==> config.mk <==
export PLATFORM = sky130hd
export DESIGN_NAME = mem_port_arbiter
export DESIGN_NICKNAME = d
export VERILOG_FILES = /design/src/rtl/mem_port_arbiter.sv
export SDC_FILE = /design/constraint.sdc
export NUM_CORES = 1
export LEC_CHECK = 0
export BUFFER_PORTS_ARGS = -buffer_cell sky130_fd_sc_hd__buf_2
export CAP_MARGIN = 0
export CELL_PAD_IN_SITES_DETAIL_PLACEMENT = 0
export CELL_PAD_IN_SITES_GLOBAL_PLACEMENT = 2
export CORE_MARGIN = 2
export CORE_UTILIZATION = 20
export DETAILED_ROUTE_END_ITERATION = 10
export GPL_ROUTABILITY_DRIVEN = 0
export GPL_TIMING_DRIVEN = 0
export PLACE_DENSITY_LB_ADDON = 0.1
export SYNTH_ARGS = -nofsm -noshare
export SYNTH_HDL_FRONTEND = slang
export SYNTH_SLANG_ARGS = --single-unit
==> constraint.sdc <==
create_clock -name clk -period 2.4 [get_ports clk]
set_input_delay 0.48 -clock clk [delete_from_list [all_inputs] [get_ports clk]]
set_output_delay 0.48 -clock clk [all_outputs]
set_load 0.005 [all_outputs]
==> src/rtl/mem_port_arbiter.sv <==
// -----------------------------------------------------------------------------
// mem_port_arbiter
//
// Shares one single-port memory between a fetch stage and a memory (data)
// stage. One access is in flight at a time; an access takes LATENCY+2 cycles
// from grant to the next possible grant:
//   IDLE (grant, cycle T) -> WAIT (cnt 1..LATENCY) -> RESP (ack, T+LATENCY+1)
//
// Handshake: a requester raises *_req and holds addr/we/wdata stable until it
// sees its one-cycle *_ack. The arbiter samples the request fields only in
// the grant cycle. Dropping *_req before the ack (squash) suppresses the ack
// and discards the data; a squashed write has already reached memory.
//
// Arbitration: data beats fetch, except that fetch wins once MAX_STREAK data
// grants have been made back to back while fetch was waiting.
//
// Ports
//   clk, rst                         clock, async active-low reset
//   f_req, f_addr                    fetch read request
//   f_ack, f_rdata                   fetch completion pulse and data
//   d_req, d_we, d_addr, d_wdata     data request
//   d_ack, d_rdata                   data completion pulse and data (0 on write)
//   mem_en, mem_we, mem_addr,
//   mem_wdata, mem_rdata             single-port memory side
//   stall_f, stall_d                 stage stalls for the hazard unit
//   busy                             access in flight (state != IDLE)
// -----------------------------------------------------------------------------
module mem_port_arbiter #(
  parameter int LATENCY    = 2,
  parameter int MAX_STREAK = 4
) (
  input  logic        clk,
  input  logic        rst,
  input  logic        f_req,
  input  logic [31:0] f_addr,
  output logic        f_ack,
  output logic [31:0] f_rdata,
  input  logic        d_req,
  input  logic        d_we,
  input  logic [31:0] d_addr,
  input  logic [31:0] d_wdata,
  output logic        d_ack,
  output logic [31:0] d_rdata,
  output logic        mem_en,
  output logic        mem_we,
  output logic [31:0] mem_addr,
  output logic [31:0] mem_wdata,
  input  logic [31:0] mem_rdata,
  output logic        stall_f,
  output logic        stall_d,
  output logic        busy
);

  localparam logic [2:0] LP_LAT    = 3'(LATENCY);
  localparam logic [3:0] LP_STREAK = 4'(MAX_STREAK);

  typedef enum logic [1:0] {
    IDLE = 2'd0,
    WAIT = 2'd1,
    RESP = 2'd2
  } state_t;

  state_t      r_state;
  logic [2:0]  r_cnt;
  logic [3:0]  r_streak;
  logic        r_owner_d;   // 1: data stage owns the access, 0: fetch
  logic        r_we;        // owned access is a write
  logic [31:0] r_data;

  logic w_idle;
  logic w_grant_f;
  logic w_grant_d;
  logic w_resp;

  // Gating with rst keeps the combinational request paths at 0 while reset
  // is asserted, even if requesters keep their lines high.
  assign w_idle    = rst && (r_state == IDLE);
  assign w_grant_f = w_idle && f_req && (!d_req || (r_streak == LP_STREAK));
  assign w_grant_d = w_idle && d_req && !w_grant_f;
  assign w_resp    = (r_state == RESP);

  // Memory side: driven only in the grant cycle, zero otherwise.
  assign mem_en    = w_grant_f || w_grant_d;
  assign mem_we    = w_grant_d && d_we;
  assign mem_addr  = w_grant_f ? f_addr : (w_grant_d ? d_addr : 32'd0);
  assign mem_wdata = w_grant_d ? d_wdata : 32'd0;

  // The ack is qualified by the owner's live request so a squashed access
  // never completes.
  assign f_ack   = w_resp && !r_owner_d && f_req;
  assign d_ack   = w_resp &&  r_owner_d && d_req;
  assign f_rdata = f_ack ? r_data : 32'd0;
  assign d_rdata = d_ack ? r_data : 32'd0;

  assign stall_f = rst && f_req && !f_ack;
  assign stall_d = rst && d_req && !d_ack;
  assign busy    = (r_state != IDLE);

  always_ff @(posedge clk or negedge rst) begin
    if (!rst) begin
      r_state   <= IDLE;
      r_cnt     <= 3'd0;
      r_streak  <= 4'd0;
      r_owner_d <= 1'b0;
      r_we      <= 1'b0;
      r_data    <= 32'd0;
    end else begin
      case (r_state)
        IDLE: begin
          if (w_grant_f || w_grant_d) begin
            r_state   <= WAIT;
            r_cnt     <= 3'd1;
            r_owner_d <= w_grant_d;
            r_we      <= w_grant_d && d_we;
          end
          // The streak only counts data wins taken while fetch is waiting.
          if (w_grant_f || !f_req) begin
            r_streak <= 4'd0;
          end else if (w_grant_d) begin
            r_streak <= r_streak + 4'd1;
          end
        end
        WAIT: begin
          if (r_cnt == LP_LAT) begin
            r_data  <= r_we ? 32'd0 : mem_rdata;
            r_cnt   <= 3'd0;
            r_state <= RESP;
          end else begin
            r_cnt <= r_cnt + 3'd1;
          end
        end
        RESP: begin
          r_state <= IDLE;
        end
        default: begin
          r_state <= IDLE;
        end
      endcase
    end
  end

endmodule

==> out/metrics.cfg, run 1 <==
[critical_path]
cp_top_family=buffers and inverters
path_cells=inv_1 -> ha_2 -> nand2_2 -> a21oi_4 -> buf_12 -> buf_6 -> a22o_1 -> buf_2
crit_type=flip-flop to output pin
path_buf_inv=4
worstSetupStartpointType=flip-flop
crit_cells=8
crit_fanout=9
rr_startpoint=r_cnt[1]
cp.required_ns=1.92
cpPeakStageDelay_ns=0.44
cp-end-kind=output pin
critical_path_arrival_ns=1.82
slowest_stage=dfrtp_2
critical_path.startpoint=r_streak[0]
r2r_cells=5

[routing]
ant_nets=0
drt-met1-wl_um=4810
avgRoutedWirePerCell_um=15.2
viasPerCell=4.19
wl_met2_um=6310
maxUsedRoutingLayer=met5
routed_wl_um=12200
drtPass1Iterations=3
vias=3365
drtIter0Drc=29
wl_met3_um=933
remaining_drc_errors=0

[global_route]
grt_max_degree=45
antenna_found_initial=2
grt_first_pass_wirelength_um=17100
grt_pass1_vias=3087
grtUsageTotal_pct=13.3
overflow=0

[floorplanning]
dieArea_sq_mm=0.0165
fp.dieW_um=128
initial_core_util_pct=20.4
coreArea_sq_mm=0.0151
die_y_um=128
rows=45
io_pins=268

[sta]
worst_pin_slew_ns=0.501
fin_crit_sh_pct=96.0
finalCriticalPeriod_ns=2.30
hold_viol_final=0
clock.fmax_mhz=434
fin_skew_ns=0.00861
slew_headroom_pct=66.6
finalSetupTns_ns=0
setup_violations=0
finalMaxSlewViolations=0

[clock_tree]
clock_latency_ns=0.28
cts_buffers=5
cts_tree=done
cts.sinks=43
root_buffer=clkbuf_16
htreeDepth=2
cts_buffer_depth=2
path_clk_slew_ns=0.07

[power_and_ir_drop]
fin_total_pwr_mw=3.59
irDropWorstVdd_uv=430
power_density_mw_per_mm2=712
leakage_nw=2.85

[yosys]
avgSynthCellArea_sq_um=9.50
ys_ff_latch=43
syn_inst=326
synth_seq_area_share_pct=34.7
yosysUniqueCellTypes=32
ys_warn_count=0
syn-num-nets=461
syn_area_sq_mm=0.00310

[layout]
regArea_sq_mm=0.00108
fillers=1610
syn2layout_area_growth_pct=63.0
multiInputGateArea_sq_mm=0.00185
layout_commonest_cell=buf_2
layout.nets=748
drive_gt1_share_pct=52.4
final_cell_mix=buf_2, and2_1, dfrtp_1

[flow_run]
drv_cap=0

[min_path]
hold_class=input port to async pin

[run_status]
status=finished clean

[placed_design]
numPortBuffers=265
hpwl_um=9590

==> report_power, final <==
| group | switching, mW | internal (mW) | total [mW] |
|---|---|---|---|
| registers | 0.262 | 1.07 | 1.34 |
| logic | 0.725 | 0.818 | 1.54 |
| clock network | 0.299 | 0.417 | 0.716 |
==> synthesized netlist by cell type (all sizes together) <==
| library cell | number | area (sq um) |
|---|---|---|
| nand2 | 15 | 56.3 |
| and4 | 1 | 8.76 |
| nor2b | 34 | 213 |
| and2 | 96 | 601 |
| clkbuf | 8 | 30.0 |
| a22o | 32 | 280 |
| o21ai | 7 | 35.0 |
| buf | 17 | 148 |
| a21o | 1 | 7.51 |
| nand3 | 2 | 15.0 |
| and2b | 2 | 15.0 |
| a311oi | 1 | 8.76 |
| o32a | 1 | 10.0 |
| o31ai | 1 | 7.51 |
| dfrtp | 43 | 1080 |
| a21oi | 5 | 28.8 |
| nor4b | 1 | 15.0 |
| ha | 2 | 25.0 |
| nand4 | 1 | 6.26 |
| mux2 | 32 | 360 |
| nor3b | 1 | 7.51 |
| nor2 | 10 | 52.6 |
| and4bb | 1 | 12.5 |
| inv | 5 | 18.8 |
| a31oi | 7 | 58.8 |
==> per-layer routing <==
layer / vias to the layer above / GRT usage, %
li1: 1683 / -
met1: 1520 / 15.5
met2: 149 / 24.9
met3: 11 / 2.95
met4: 2 / 2.59
met5: - / 0
==> layout make-up <==
cell class              count  area share [%]
clock buffers               6            2.75
plain buffers              25            4.12
clock inverters             2           0.273
multi-input cells         253            36.6
flip-flops and latches     43            21.4
repair buffers            280            29.8
well taps                 188            4.66
inverters                   5           0.372
diodes                      1          0.0496
==> final timing paths <==
path | endpoint | slack, ns
min | r_data[0] | 0.001
min in group clk | r_we | 0.48
max in group asynchronous | r_cnt[1] | 2.22
min reg2reg | r_data[31] | 0.50
max reg2reg | r_data[15] | 0.70
max | mem_addr[23] | 0.1
==> what timing repair did <==
action,CTS,global route
resized for setup,15,13
pin swaps,2,2
gates cloned,0,2
hold buffers,0,0
buffers inserted,9,4
endpoints found under the setup margin,118,78
==> metrics by stage <==
step / cells / utilization, % / area, sq um / hold slack, ns / setup WS [ns]
after floorplan: 326 / - / 3100 / 0.184 / 0.472
after global placement: 779 / 30.8 / 4660 / 0.477 / -0.934
after detailed placement: 779 / 30.8 / 4660 / 0.487 / -0.988
after CTS: 796 / 32.5 / 4930 / 0.0524 / 0.0217
after global routing: 802 / 33.3 / 5040 / 0.00110 / -0.00602
final: 803 / 33.3 / 5050 / 0.00107 / 0.0966
==> sequential cells by signal (all words and copies together) (netlist names) <==
signal     cells
r_data        32
r_streak       4
r_owner_d      1
r_state        2
r_cnt          3
r_we           1
==> cell families after synthesis <==
logic type,synth area share (%)
and+or+nand+nor,32.4
AOI/OAI and AO/OA,14.1
DFF,34.7
muxes,11.6
buffers and inverters,6.34
adders and majority gates,0.808
Power figures use the tool's default switching activity.
==> inputs of run 2 (changes only) <==
--- a/config.mk
+++ b/config.mk
@@ -14,6 +14,7 @@
 export DETAILED_ROUTE_END_ITERATION = 10
 export GPL_ROUTABILITY_DRIVEN = 0
 export GPL_TIMING_DRIVEN = 0
+export HOLD_SLACK_MARGIN = 0.06
 export PLACE_DENSITY_LB_ADDON = 0.1
 export SYNTH_ARGS = -nofsm -noshare
 export SYNTH_HDL_FRONTEND = slang
==> run 2 against run 1 <==
Final cell count rose by 0.12%. Global-route usage rose by 0.20 points. Critical path depth did not move. Clock skew rose by 0.0012 ns. Non-clock buffer count rose by 1. Setup slack improved by 0.0038 ns. Register-to-register slack barely moved. Routed wire length fell by 0.25%. Final area barely moved. Core utilization barely moved. First-iteration DRC count rose by 48%. Critical endpoint unchanged. Largest cell class unchanged.
==> out/metrics.cfg, run 2 (synthesis gave the netlist of run 1 again) <==
[routing]
vias=3378
viasPerCell=4.20
avgRoutedWirePerCell_um=15.1
routed_wl_um=12200
drtIter0Drc=43
drtPass1Iterations=4
remaining_drc_errors=0
ant_nets=0

[sta]
fin_crit_sh_pct=95.8
hold_viol_final=0
setup_violations=0
clock.fmax_mhz=435
fin_skew_ns=0.00980
finalCriticalPeriod_ns=2.30
finalMaxSlewViolations=0
finalSetupTns_ns=0
slew_headroom_pct=66.4
worst_pin_slew_ns=0.504

[layout]
regMostFlops=r_data
syn2layout_area_growth_pct=62.9
drive_gt1_share_pct=52.4
postLayoutCellArea_sq_mm=0.00504
layout.nets=749
layout_commonest_cell=buf_2
largest_register_ffs=32
reg_top3=r_data x32, r_streak x4, r_cnt x3
final_cell_mix=buf_2, and2_1, dfrtp_1

[clock_tree]
path_clk_slew_ns=0.07
cts_buffer_depth=2
clock_latency_ns=0.28
root_buffer=clkbuf_16
cts_tree=done
htreeDepth=2
cts_buffers=5
cts.sinks=43

[critical_path]
worstSetupStartpointType=flip-flop
rr_startpoint=r_cnt[1]
crit_fanout=9
reg2reg_to=r_data[15]
r2r_slack_ns=0.71
critical_path_arrival_ns=1.82
crit_type=flip-flop to output pin
cp-end-kind=output pin
r2r_cells=5
cp.required_ns=1.92

[global_route]
grt_first_pass_wirelength_um=17300
antenna_found_initial=2
overflow=0
grt_pass1_vias=3113
grtUsageTotal_pct=13.5
grt_max_degree=35

[placed_design]
dpl_cell_area_sq_mm=0.00466
numPortBuffers=265
hpwl_um=9590

[min_path]
hold_class=input port to async pin

[power_and_ir_drop]
power_density_mw_per_mm2=712
p_int_mw=2.31
combPwrFrac_pct=42.9
p_sw_mw=1.29
p_seq_share_pct=37.2
clockPowerShare_pct=19.9
switching_share_pct=35.8
leakage_nw=2.84
irDropWorstVdd_uv=430

[floorplanning]
rows=45
die_y_um=128
dieArea_sq_mm=0.0165
initial_core_util_pct=20.4
fp.dieW_um=128
io_pins=268
coreArea_sq_mm=0.0151

[flow_run]
drv_cap=0

[run_status]
status=finished clean

## run 2: worst max-delay path by stage
stage                     slack (ns)        start           end
final                           0.10  r_streak[0]  mem_addr[23]
after global routing          -0.006   r_state[1]  mem_addr[19]
after CTS                       0.02  r_streak[0]  mem_addr[23]
after detailed placement       -0.99          rst  mem_addr[23]
after global placement         -0.93          rst  mem_addr[29]
after floorplan                 0.47        f_req   f_rdata[10]
## run 2: metrics by stage
stage          util (%)  power, mW  hold WS [ns]  instances  setup slack, ns
2_1_floorplan         -       2.23         0.184        326            0.472
3_3_place_gp       30.8       2.79         0.477        779           -0.934
3_5_place_dp       30.8       2.83         0.487        779           -0.988
4_1_cts            32.7       3.62         0.145        798           0.0217
5_1_grt            33.3       3.89         0.151        803         -0.00602
6_report           33.3       3.59         0.131        804            0.100
## run 2: metal layers
| layer | up-vias | wire, um | track usage (%) |
|---|---|---|---|
| met2 | 149 | 6270 | 25.4 |
| met1 | 1529 | 4840 | 15.7 |
| met5 | - | 13 | 0 |
| met4 | 2 | 130 | 2.59 |
| met3 | 11 | 920 | 2.95 |
| li1 | 1687 | - | - |
## run 2: cell type report
| cell class | count | area, sq um |
|---|---|---|
| Clock buffer | 6 | 139 |
| Multi-Input combinational cell | 253 | 1850 |
| Inverter | 5 | 18.8 |
| Buffer | 25 | 208 |
| Sequential cell | 43 | 1080 |
| Antenna cell | 1 | 2.50 |
| Timing Repair Buffer | 281 | 1500 |
| Fill cell | 1613 | 10100 |
| Clock inverter | 2 | 13.8 |
| Tap cell | 188 | 235 |
## run 2: power groups by stage
stage	combinational, mW	clock [mW]	sequential (mW)
6_report	1.54	0.716	1.34
2_1_floorplan	0.991	0	1.24
4_1_cts	1.53	0.756	1.34
3_5_place_dp	1.48	0	1.34
5_1_grt	1.73	0.768	1.39
3_3_place_gp	1.46	0	1.33
## run 2: repair_timing
| item | CTS | global route |
|---|---|---|
| endpoints found under the setup margin | 118 | 78 |
| setup buffers | 9 | 4 |
| pin swaps | 2 | 2 |
| hold endpoints to repair | 9 | 0 |
| cloned | 0 | 1 |
| resized for setup | 15 | 12 |
| hold buffers | 2 | 0 |
## run 2: critical path, cell delays in order, from the launching register on
cell and delay, ns:
dfrtp_2 0.44, inv_1 0.07, ha_2 0.23, nand2_2 0.09, a21oi_4 0.18, buf_12 0.14, buf_6 0.13, a22o_1 0.13
buf_2 0.11
